<file path="src/rtl/datapath_param.sv">
// Parametrised CPU datapath: register file, PC/IR/MAR/CCR/SP, and MDR via a req/ack memory port.
// Define STACK_GUARD_EN to add a sticky sp_err output and block SP wrap on push/pop.
//
// state   | meaning
// IDLE    | no memory transaction; register strobes honoured
// WAIT    | transaction pending (busy=1); all strobes ignored until mem_ack
module datapath_param #(
  parameter int DATA_W = 8,
  parameter int ADDR_W = 8,
  parameter int NREG = 4,
  parameter logic [ADDR_W-1:0] RESET_PC = '0,
  localparam int SELW = $clog2(NREG + 2),
  localparam int RSELW = $clog2(NREG)
) (
  input  logic              clock,
  input  logic              reset,
  input  logic [SELW-1:0]   bus1_sel,
  input  logic [1:0]        bus2_sel,
  input  logic              reg_load,
  input  logic [RSELW-1:0]  reg_wsel,
  input  logic              pc_load,
  input  logic              pc_inc,
  input  logic              ir_load,
  input  logic              mar_load,
  input  logic              ccr_load,
  input  logic              sp_push,
  input  logic              sp_pop,
  input  logic              mem_rd,
  input  logic              mem_wr,
  input  logic [DATA_W-1:0] alu_result,
  input  logic [3:0]        nzvc,
  input  logic [DATA_W-1:0] mem_rdata,
  input  logic              mem_ack,
  output logic              mem_req,
  output logic              mem_we,
  output logic [ADDR_W-1:0] mem_addr,
  output logic [DATA_W-1:0] mem_wdata,
  output logic              busy,
  output logic [DATA_W-1:0] bus1_out,
  output logic [DATA_W-1:0] ir,
  output logic [ADDR_W-1:0] pc,
  output logic [ADDR_W-1:0] sp,
  output logic [ADDR_W-1:0] mar,
`ifdef STACK_GUARD_EN
  output logic              sp_err,
`endif
  output logic [3:0]        ccr
);

  typedef enum logic {ST_IDLE, ST_WAIT} state_t;

  state_t              state, state_next;
  logic                start;
  logic [DATA_W-1:0]   regs [NREG];
  logic [DATA_W-1:0]   mdr;
  logic [DATA_W-1:0]   bus1, bus2;
  logic [ADDR_W-1:0]   sp_next;
  logic                sp_err_set;

  assign mem_req  = (state == ST_WAIT);
  assign busy     = mem_req;
  assign bus1_out = bus1;

  always_comb begin
    bus1 = '0;
    if (bus1_sel == SELW'(0))
      bus1 = DATA_W'(pc);
    else if (bus1_sel == SELW'(1))
      bus1 = DATA_W'(sp);
    else
      for (int k = 0; k < NREG; k++)
        if (bus1_sel == SELW'(k + 2))
          bus1 = regs[k];
  end

  always_comb begin
    bus2 = '0;
    case (bus2_sel)
      2'd0:    bus2 = alu_result;
      2'd1:    bus2 = bus1;
      2'd2:    bus2 = mdr;
      default: bus2 = '0;
    endcase
  end

  // Push and pop together cancel; the guard only trips on a lone push/pop at the limit.
  always_comb begin
    sp_next    = sp;
    sp_err_set = 1'b0;
    if (!busy) begin
      if (sp_push && !sp_pop) begin
`ifdef STACK_GUARD_EN
        if (sp == '0) sp_err_set = 1'b1;
        else          sp_next = sp - ADDR_W'(1);
`else
        sp_next = sp - ADDR_W'(1);
`endif
      end else if (sp_pop && !sp_push) begin
`ifdef STACK_GUARD_EN
        if (sp == '1) sp_err_set = 1'b1;
        else          sp_next = sp + ADDR_W'(1);
`else
        sp_next = sp + ADDR_W'(1);
`endif
      end
    end
  end

  always_comb begin
    state_next = state;
    start      = 1'b0;
    case (state)
      ST_IDLE: begin
        if (mem_rd || mem_wr) begin
          start      = 1'b1;
          state_next = ST_WAIT;
        end
      end
      ST_WAIT: begin
        if (mem_ack) state_next = ST_IDLE;
      end
      default: state_next = ST_IDLE;
    endcase
  end

  always_ff @(posedge clock or negedge reset) begin
    if (!reset) begin
      state     <= ST_IDLE;
      pc        <= RESET_PC;
      sp        <= '1;
      ir        <= '0;
      mar       <= '0;
      mdr       <= '0;
      ccr       <= '0;
      mem_we    <= 1'b0;
      mem_addr  <= '0;
      mem_wdata <= '0;
      for (int k = 0; k < NREG; k++) regs[k] <= '0;
    end else begin
      state <= state_next;
      if (start) begin
        mem_addr <= mar;
        mem_we   <= ~mem_rd;
        if (!mem_rd) mem_wdata <= bus1;
      end
      if (state == ST_WAIT && mem_ack && !mem_we)
        mdr <= mem_rdata;
      if (!busy) begin
        if (reg_load) regs[reg_wsel] <= bus2;
        if (pc_load)     pc <= bus2[ADDR_W-1:0];
        else if (pc_inc) pc <= pc + ADDR_W'(1);
        if (ir_load)  ir  <= bus2;
        if (mar_load) mar <= bus2[ADDR_W-1:0];
        if (ccr_load) ccr <= nzvc;
      end
      sp <= sp_next;
    end
  end

`ifdef STACK_GUARD_EN
  always_ff @(posedge clock or negedge reset) begin
    if (!reset)          sp_err <= 1'b0;
    else if (sp_err_set) sp_err <= 1'b1;
  end
`endif

endmodule

</file>
<file path="config.mk">
export PLATFORM = sky130hd
export DESIGN_NAME = datapath_param
export DESIGN_NICKNAME = d
export VERILOG_FILES = /design/src/rtl/datapath_param.sv
export SDC_FILE = /design/constraint.sdc
export NUM_CORES = 1
export LEC_CHECK = 0
export ABC_AREA = 1
export BUFFER_PORTS_ARGS = -buffer_cell sky130_fd_sc_hd__buf_2
export CAP_MARGIN = 5
export CELL_PAD_IN_SITES_DETAIL_PLACEMENT = 0
export CELL_PAD_IN_SITES_GLOBAL_PLACEMENT = 1
export CORE_ASPECT_RATIO = 1.1
export CORE_MARGIN = 1
export CORE_UTILIZATION = 44
export CTS_CLUSTER_DIAMETER = 200
export DETAILED_ROUTE_END_ITERATION = 16
export PLACE_DENSITY = 0.95
export SLEW_MARGIN = 25
export SYNTH_ARGS = -nofsm -noshare
export SYNTH_HDL_FRONTEND = slang
export SYNTH_SLANG_ARGS = --single-unit
</file>
<file path="constraint.sdc">
create_clock -name clock -period 4.2 [get_ports clock]
set_clock_uncertainty 0.1 [all_clocks]
set_input_delay 0.84 -clock clock [delete_from_list [all_inputs] [get_ports clock]]
set_output_delay 0.84 -clock clock [all_outputs]
set_load 0.005 [all_outputs]
</file>
==> run_results.csv, run 1 <==
group,metric,value,unit
setup_path,path_class,"primary input to output port",
floorplan,core-area,0.0109,mm^2
finish,multi_input_area,0.00214,mm^2
floorplan,die_y,113,um
power,p_seq_frac,0.432,
clock_tree,post_cts_resized,0,
synth,synth_warnings,0,
placement,io_buffers,102,
drt,drcViolationCount,0,
finish,drive_gt1_frac,0.267,
setup_path,cp-end-kind,"output port",
floorplan,fp.dieW,103,um
floorplan,die_area,0.0116,mm^2
synth,ys_seq_elements,94,
placement,detailed_place_hpwl,9.61,mm
grt,groute.usage.overall,0.240,
power,p_per_area,637,mW/mm^2
finish,regArea,0.00236,mm^2
setup_path,cp_max_fo,11,
power,p_leak,3.04,nW
finish,fillers,1017,
drt,wl,13.0,mm
power,netSwitchingFraction,0.371,
drt,dr_total_vias,4305,
sta,worstMarginPinSlew,0.953,ns
clock_tree,clk_pin_slew_worst_paths,0.07,ns
drt,antenna_left,0,
sta,slew_violations,0,
synth,syn_area,0.00490,mm^2
floorplan,initial_core_util,0.451,
setup_path,crit_arrival,2.28,ns
finish,num_antenna_cells,0,
clock_tree,cts_buffers,9,
run_status,outcome,"complete, no violations",
clock_tree,cts.sinks,94,
synth,syn_avg_cell_area,8.40,um^2
setup_path,r2r_setup_slack,2.10,ns
sta,finalSetupViolCount,0,
synth,ys_types,36,
finish,syn2layout_area_growth,18.9,%
finish,final_common_cell,"nand2_1",
setup_path,worstSetupStartpointType,"primary input",
job,drv_cap,0,
drt,dr.pass1.iters,8,
power,clock_power_share,0.230,
grt,antenna_found_initial,0,
sta,min_period,3.22,ns
synth,syn_inst,583,
sta,fmax,311,MHz
sta,fin_crit_sh,0.767,
power,max-vdd-ir-drop,0.300,mV
grt,grt_first_pass_wirelength,20.9,mm
drt,routedWlPerCell,15.5,um
min_path,holdCritPathClass,"primary input to async pin",
clock_tree,cts-root-buf,"clkbuf_16",
sta,setup_ws,0.980,ns
clock_tree,cts_tree,"yes",
placement,place_ws,1.10,ns
sta,fin_setup_tns,0,ns
grt,overflow,0,
power,pwr-share-comb,0.338,
floorplan,num_io_pins,103,
power,p_int,2.33,mW
finish,nNetsFinal,732,
power,p_sw,1.38,mW
finish,final_util,0.536,
clock_tree,post-cts-setup-buffers,0,
finish,fin_area,0.00582,mm^2
drt,viasPerCell,5.16,
sta,slew_headroom,0.361,
drt,drt_iter0_markers,300,
floorplan,rows,40,
finish,most-common-layout-cells,"163 x nand2_1, 101 x buf_2, 86 x dfrtp_1",
synth,syn-num-nets,632,
sta,hold_viol,0,
setup_path,required,3.26,ns
placement,place.gp.congestion,0.935,
sta,rsz0062_at_grt,"no",
clock_tree,cts_hold_buf,0,
clock_tree,clk_latency,0.35,ns
grt,grt_start_max_net_pins,47,
clock_tree,clk_path_buf_depth,2,
clock_tree,htree_levels,3,
placement,placed_area,0.00551,mm^2
grt,grt_pass1_vias,4088,
synth,ys_seq_area_frac,0.482,
## worst max-delay path: stages
cell and delay [ns]:
buf_2 0.22, inv_2 0.16, nand2_2 0.15, inv_2 0.10, nand2_1 0.10, a21boi_0 0.49
buf_2 0.22
## power by group through the flow
stage               clock (mW)  combinational, mW  sequential [mW]
global placement             0               1.21             1.60
detailed placement           0               1.25             1.61
global route             0.900               1.41             1.64
floorplan                    0              0.737             1.56
CTS                      0.865               1.26             1.60
finish                   0.854               1.25             1.60
## cells in the mapped netlist (all sizes together)
cell,instances,share of area
or2,1,0.0013
a21oi,17,0.018
xor2,8,0.014
nand2,172,0.14
o21ai,67,0.072
clkbuf,5,0.0038
fa,1,0.0041
inv,80,0.061
nand3,29,0.043
o211ai,1,0.0015
a31oi,12,0.015
dfstp,8,0.043
nor2,43,0.042
a22o,4,0.0072
nand4,11,0.017
nor3,7,0.012
dfrtp,86,0.44
a21boi,1,0.0015
buf,10,0.016
ha,8,0.020
mux2,12,0.028
## kinds of logic (layout without fill, tap and decap cells)
| logic type | Yosys count | in the layout | share of synthesized area |
|---|---|---|---|
| XOR/XNOR | 8 | 8 | 0.0143 |
| adder cells (fa/ha/maj) | 9 | 9 | 0.0245 |
| AO/OA/AOI/OAI | 102 | 102 | 0.116 |
| flip-flops | 94 | 94 | 0.482 |
| buffers and inverters | 95 | 200 | 0.0815 |
| AND/OR/NAND/NOR | 263 | 263 | 0.254 |
| multiplexers | 12 | 12 | 0.0276 |
## area by class of cell
| class | instances | area share |
|---|---|---|
| inverter | 80 | 0.0516 |
| timing repair buffer | 104 | 0.0907 |
| clock inverter | 6 | 0.0118 |
| multi-input combinational | 394 | 0.368 |
| clock buffer | 10 | 0.0410 |
| tap | 147 | 0.0316 |
| sequential | 94 | 0.406 |
## per-layer routing
layer | wire length [um] | track usage
met5 | 0 | 0
met3 | 640 | 0.0448
met2 | 6580 | 0.388
met4 | 250 | 0.0848
met1 | 5510 | 0.319
## registers in the layout, summed over array words and instances, names as in the netlist
| signal | flops |
|---|---|
| busy | 1 |
| sp | 8 |
| ir | 8 |
| mem_wdata | 8 |
| regs | 32 |
| mem_addr | 8 |
| ccr | 4 |
| pc | 8 |
| mdr | 8 |
| mem_we | 1 |
| mar | 8 |
## through the flow
stage	hold slack (ns)	total power, mW	std cells
global route	0.409	3.96	835
CTS	0.384	3.72	835
detailed placement	0.367	2.86	819
floorplan	0.366	2.30	583
global placement	0.365	2.81	819
finish	0.386	3.71	835
## final timing paths
kind | start | to | cells past startpoint
hold reg to reg | mem_addr[7] | mem_addr[7] | 2
min in group clock | mem_addr[7] | mem_addr[7] | 2
max in group asynchronous | reset | mem_addr[0] | 2
hold / removal | reset | regs[12] | 1
setup / recovery | bus1_sel[2] | bus1_out[0] | 7
setup reg to reg | busy | mem_wdata[3] | 6
No activity file was read; power rests on OpenSTA's default activity.
==> run 2: changes to the inputs <==
ABC_AREA = 0   (was 1)
CORE_UTILIZATION = 38   (was 44)
PLACE_DENSITY = 0.88   (was 0.95)
clock period = 2.6 ns   (was 4.2 ns; I/O delays follow)
==> run_results.csv, run 2 <==
group,metric,value,unit
run_status,outcome,"complete, no violations",
drt,drt_iter0_markers,375,
synth,synth_warnings,0,
setup_path,timing.rr.start,"sp[0]",
grt,top_usage_layer,"met2",
finish,regMostFlops,"regs",
clock_tree,htree_levels,3,
finish,regArea,0.00236,mm^2
setup_path,path_class,"primary input to output port",
grt,grt_use_met1,0.265,
finish,syn2layout_area_growth,20.6,%
floorplan,core-area,0.0121,mm^2
floorplan,rows,42,
floorplan,die_y,119,um
finish,multi_input_area,0.00220,mm^2
clock_tree,clk_latency,0.35,ns
clock_tree,cts_tree,"yes",
power,max-vdd-ir-drop,0.580,mV
setup_path,worstSetupStartpointType,"primary input",
clock_tree,clk_pin_slew_worst_paths,0.07,ns
sta,rsz0062_at_grt,"no",
synth,yosysMostFrequentCell,"dfrtp_1",
sta,hold_viol,0,
power,p_per_area,1060,mW/mm^2
synth,syn_area,0.00474,mm^2
grt,overflow,0,
drt,drcViolationCount,0,
setup_path,critPathMaxStageDelay,0.37,ns
finish,final_common_cell,"buf_2",
placement,place.gp.congestion,0.845,
grt,groute.usage.overall,0.205,
setup_path,startpoint,"bus1_sel[0]",
synth,ys_types,64,
grt,gr-usage-met2,0.342,
setup_path,cp_max_fo,18,
floorplan,fp.dieW,109,um
synth,synthTopCellsByArea,"dfrtp_1 45%, mux2_2 6.4%, dfstp_2 4.4%",
sta,fin_setup_tns,0,ns
placement,io_buffers,102,
setup_path,crit_arrival,1.86,ns
grt,grt_start_max_net_pins,44,
sta,worstMarginPinSlew,0.587,ns
synth,syn_inst,446,
power,power.total,6.05,mW
synth,ys_seq_area_frac,0.498,
sta,finalSetupViolCount,0,
drt,wl,12.4,mm
finish,largest_reg_flops,32,
grt,use_met3,0.0383,
drt,antenna_left,0,
synth,syn_avg_cell_area,10.6,um^2
synth,synth_edf_count,0,
grt,grt_pass1_vias,3897,
floorplan,num_io_pins,103,
finish,fillers,1139,
synth,ys_seq_elements,94,
sta,slew_violations,0,
synth,synthTopCellsByCount,"86 x dfrtp_1, 49 x nor2_1, 36 x a21oi_1",
synth,yosysTopAreaCellShare,0.454,
setup_path,required,1.98,ns
finish,num_antenna_cells,0,
synth,syn-num-nets,495,
synth,ys.flop_type,"dfrtp_1",
clock_tree,cts.sinks,94,
floorplan,die_area,0.0129,mm^2
sta,fin_crit_sh,0.955,
synth,synth-async-reset-ratio,1.00,
clock_tree,post_cts_resized,0,
clock_tree,cts_hold_buf,0,
drt,routedWlPerCell,17.5,um
sta,min_period,2.48,ns
setup_path,cpMaxStageDelayCell,"nor2b_2",
finish,nNetsFinal,598,
placement,detailed_place_hpwl,9.07,mm
setup_path,r2r_cells,7,
setup_path,path_cells,"buf_2 > nor2b_2 > a32oi_1 > o21ai_0 > a22oi_1 > inv_1 > buf_2",
sta,slew_headroom,0.607,
min_path,holdCritPathClass,"primary input to async pin",
power,p_leak,2.64,nW
clock_tree,cts-root-buf,"clkbuf_16",
finish,drive_gt1_frac,0.357,
clock_tree,cts_buffers,9,
drt,dr_total_vias,3854,
finish,most-common-layout-cells,"101 x buf_2, 86 x dfrtp_1, 49 x nor2_1",
setup_path,critPathMostFrequentCell,"buf_2",
drt,viasPerCell,5.44,
sta,fmax,403,MHz
grt,antenna_found_initial,0,
clock_tree,post-cts-setup-buffers,0,
setup_path,cp-end-kind,"output port",
floorplan,initial_core_util,0.393,
grt,grt_first_pass_wirelength,20.2,mm
drt,dr.pass1.iters,5,
synth,synth_area_leader_cell,"dfrtp_1",
clock_tree,clk_path_buf_depth,2,
job,drv_cap,0,
run 2: changes by cell type after synthesis, sizes merged, moves of 17 or more:
| cell | before | now |
|---|---|---|
| nand2 | 172 | 35 |
| a21oi | 17 | 42 |
| mux2 | 12 | 29 |
| inv | 80 | 11 |
| nand3 | 29 | 5 |
| o21ai | 67 | 41 |
run 2: per-layer routing:
metal  wire length, um  share of wire
met5                 0              0
met4               140          0.011
met3               670          0.054
met2              6370           0.51
met1              5200           0.42
run 2: layout make-up:
class / count / area share
timing repair buffer: 117 / 0.109
clock inverter: 7 / 0.0120
tap: 154 / 0.0337
inverter: 11 / 0.00722
clock buffer: 9 / 0.0394
sequential: 94 / 0.413
multi-input combinational: 316 / 0.385
run 2: worst max-delay path, delay by kind of cell:
kind / cells / cell delay, ns
simple gates: 1 / 0.37
buf+inv: 3 / 0.54
compound gates: 3 / 0.42
run 2: worst paths after layout:
kind,endpoint,slack (ns)
worst min-delay path,regs[9],0.06
worst min register to register,ir[6],0.39
worst max-delay path,bus1_out[6],0.12
max in group asynchronous,sp[6],1.65
min in group clock,busy,0.27
worst max register to register,sp[6],0.49
run 2: metrics by stage:
stage	instance area, um^2	util	std cells	hold slack (ns)	setup slack [ns]
after floorplan	4740	-	446	0.124	0.346
after global placement	5430	0.449	692	0.364	0.132
after detailed placement	5430	0.449	692	0.372	0.0865
after CTS	5720	0.473	708	0.0735	0.124
after global routing	5720	0.473	708	0.107	0.00414
final	5720	0.473	708	0.0585	0.118
run 2: cells by family (layout without fill, tap and decap cells):
logic type / after synthesis / count (layout) / share of synthesized area
and+or+nand+nor: 127 / 127 / 0.132
DFF: 94 / 94 / 0.498
buffers and inverters: 36 / 144 / 0.0401
AOI/OAI and AO/OA: 132 / 132 / 0.195
xor gates and xnor gates: 3 / 3 / 0.00554
adders and majority gates: 9 / 9 / 0.0253
muxes: 45 / 45 / 0.104
run 2: power by group:
group	switching [mW]	total (mW)	internal [mW]
clock	0.630	1.31	0.681
combinational	1.09	2.09	1.01
sequential	0.503	2.65	2.14
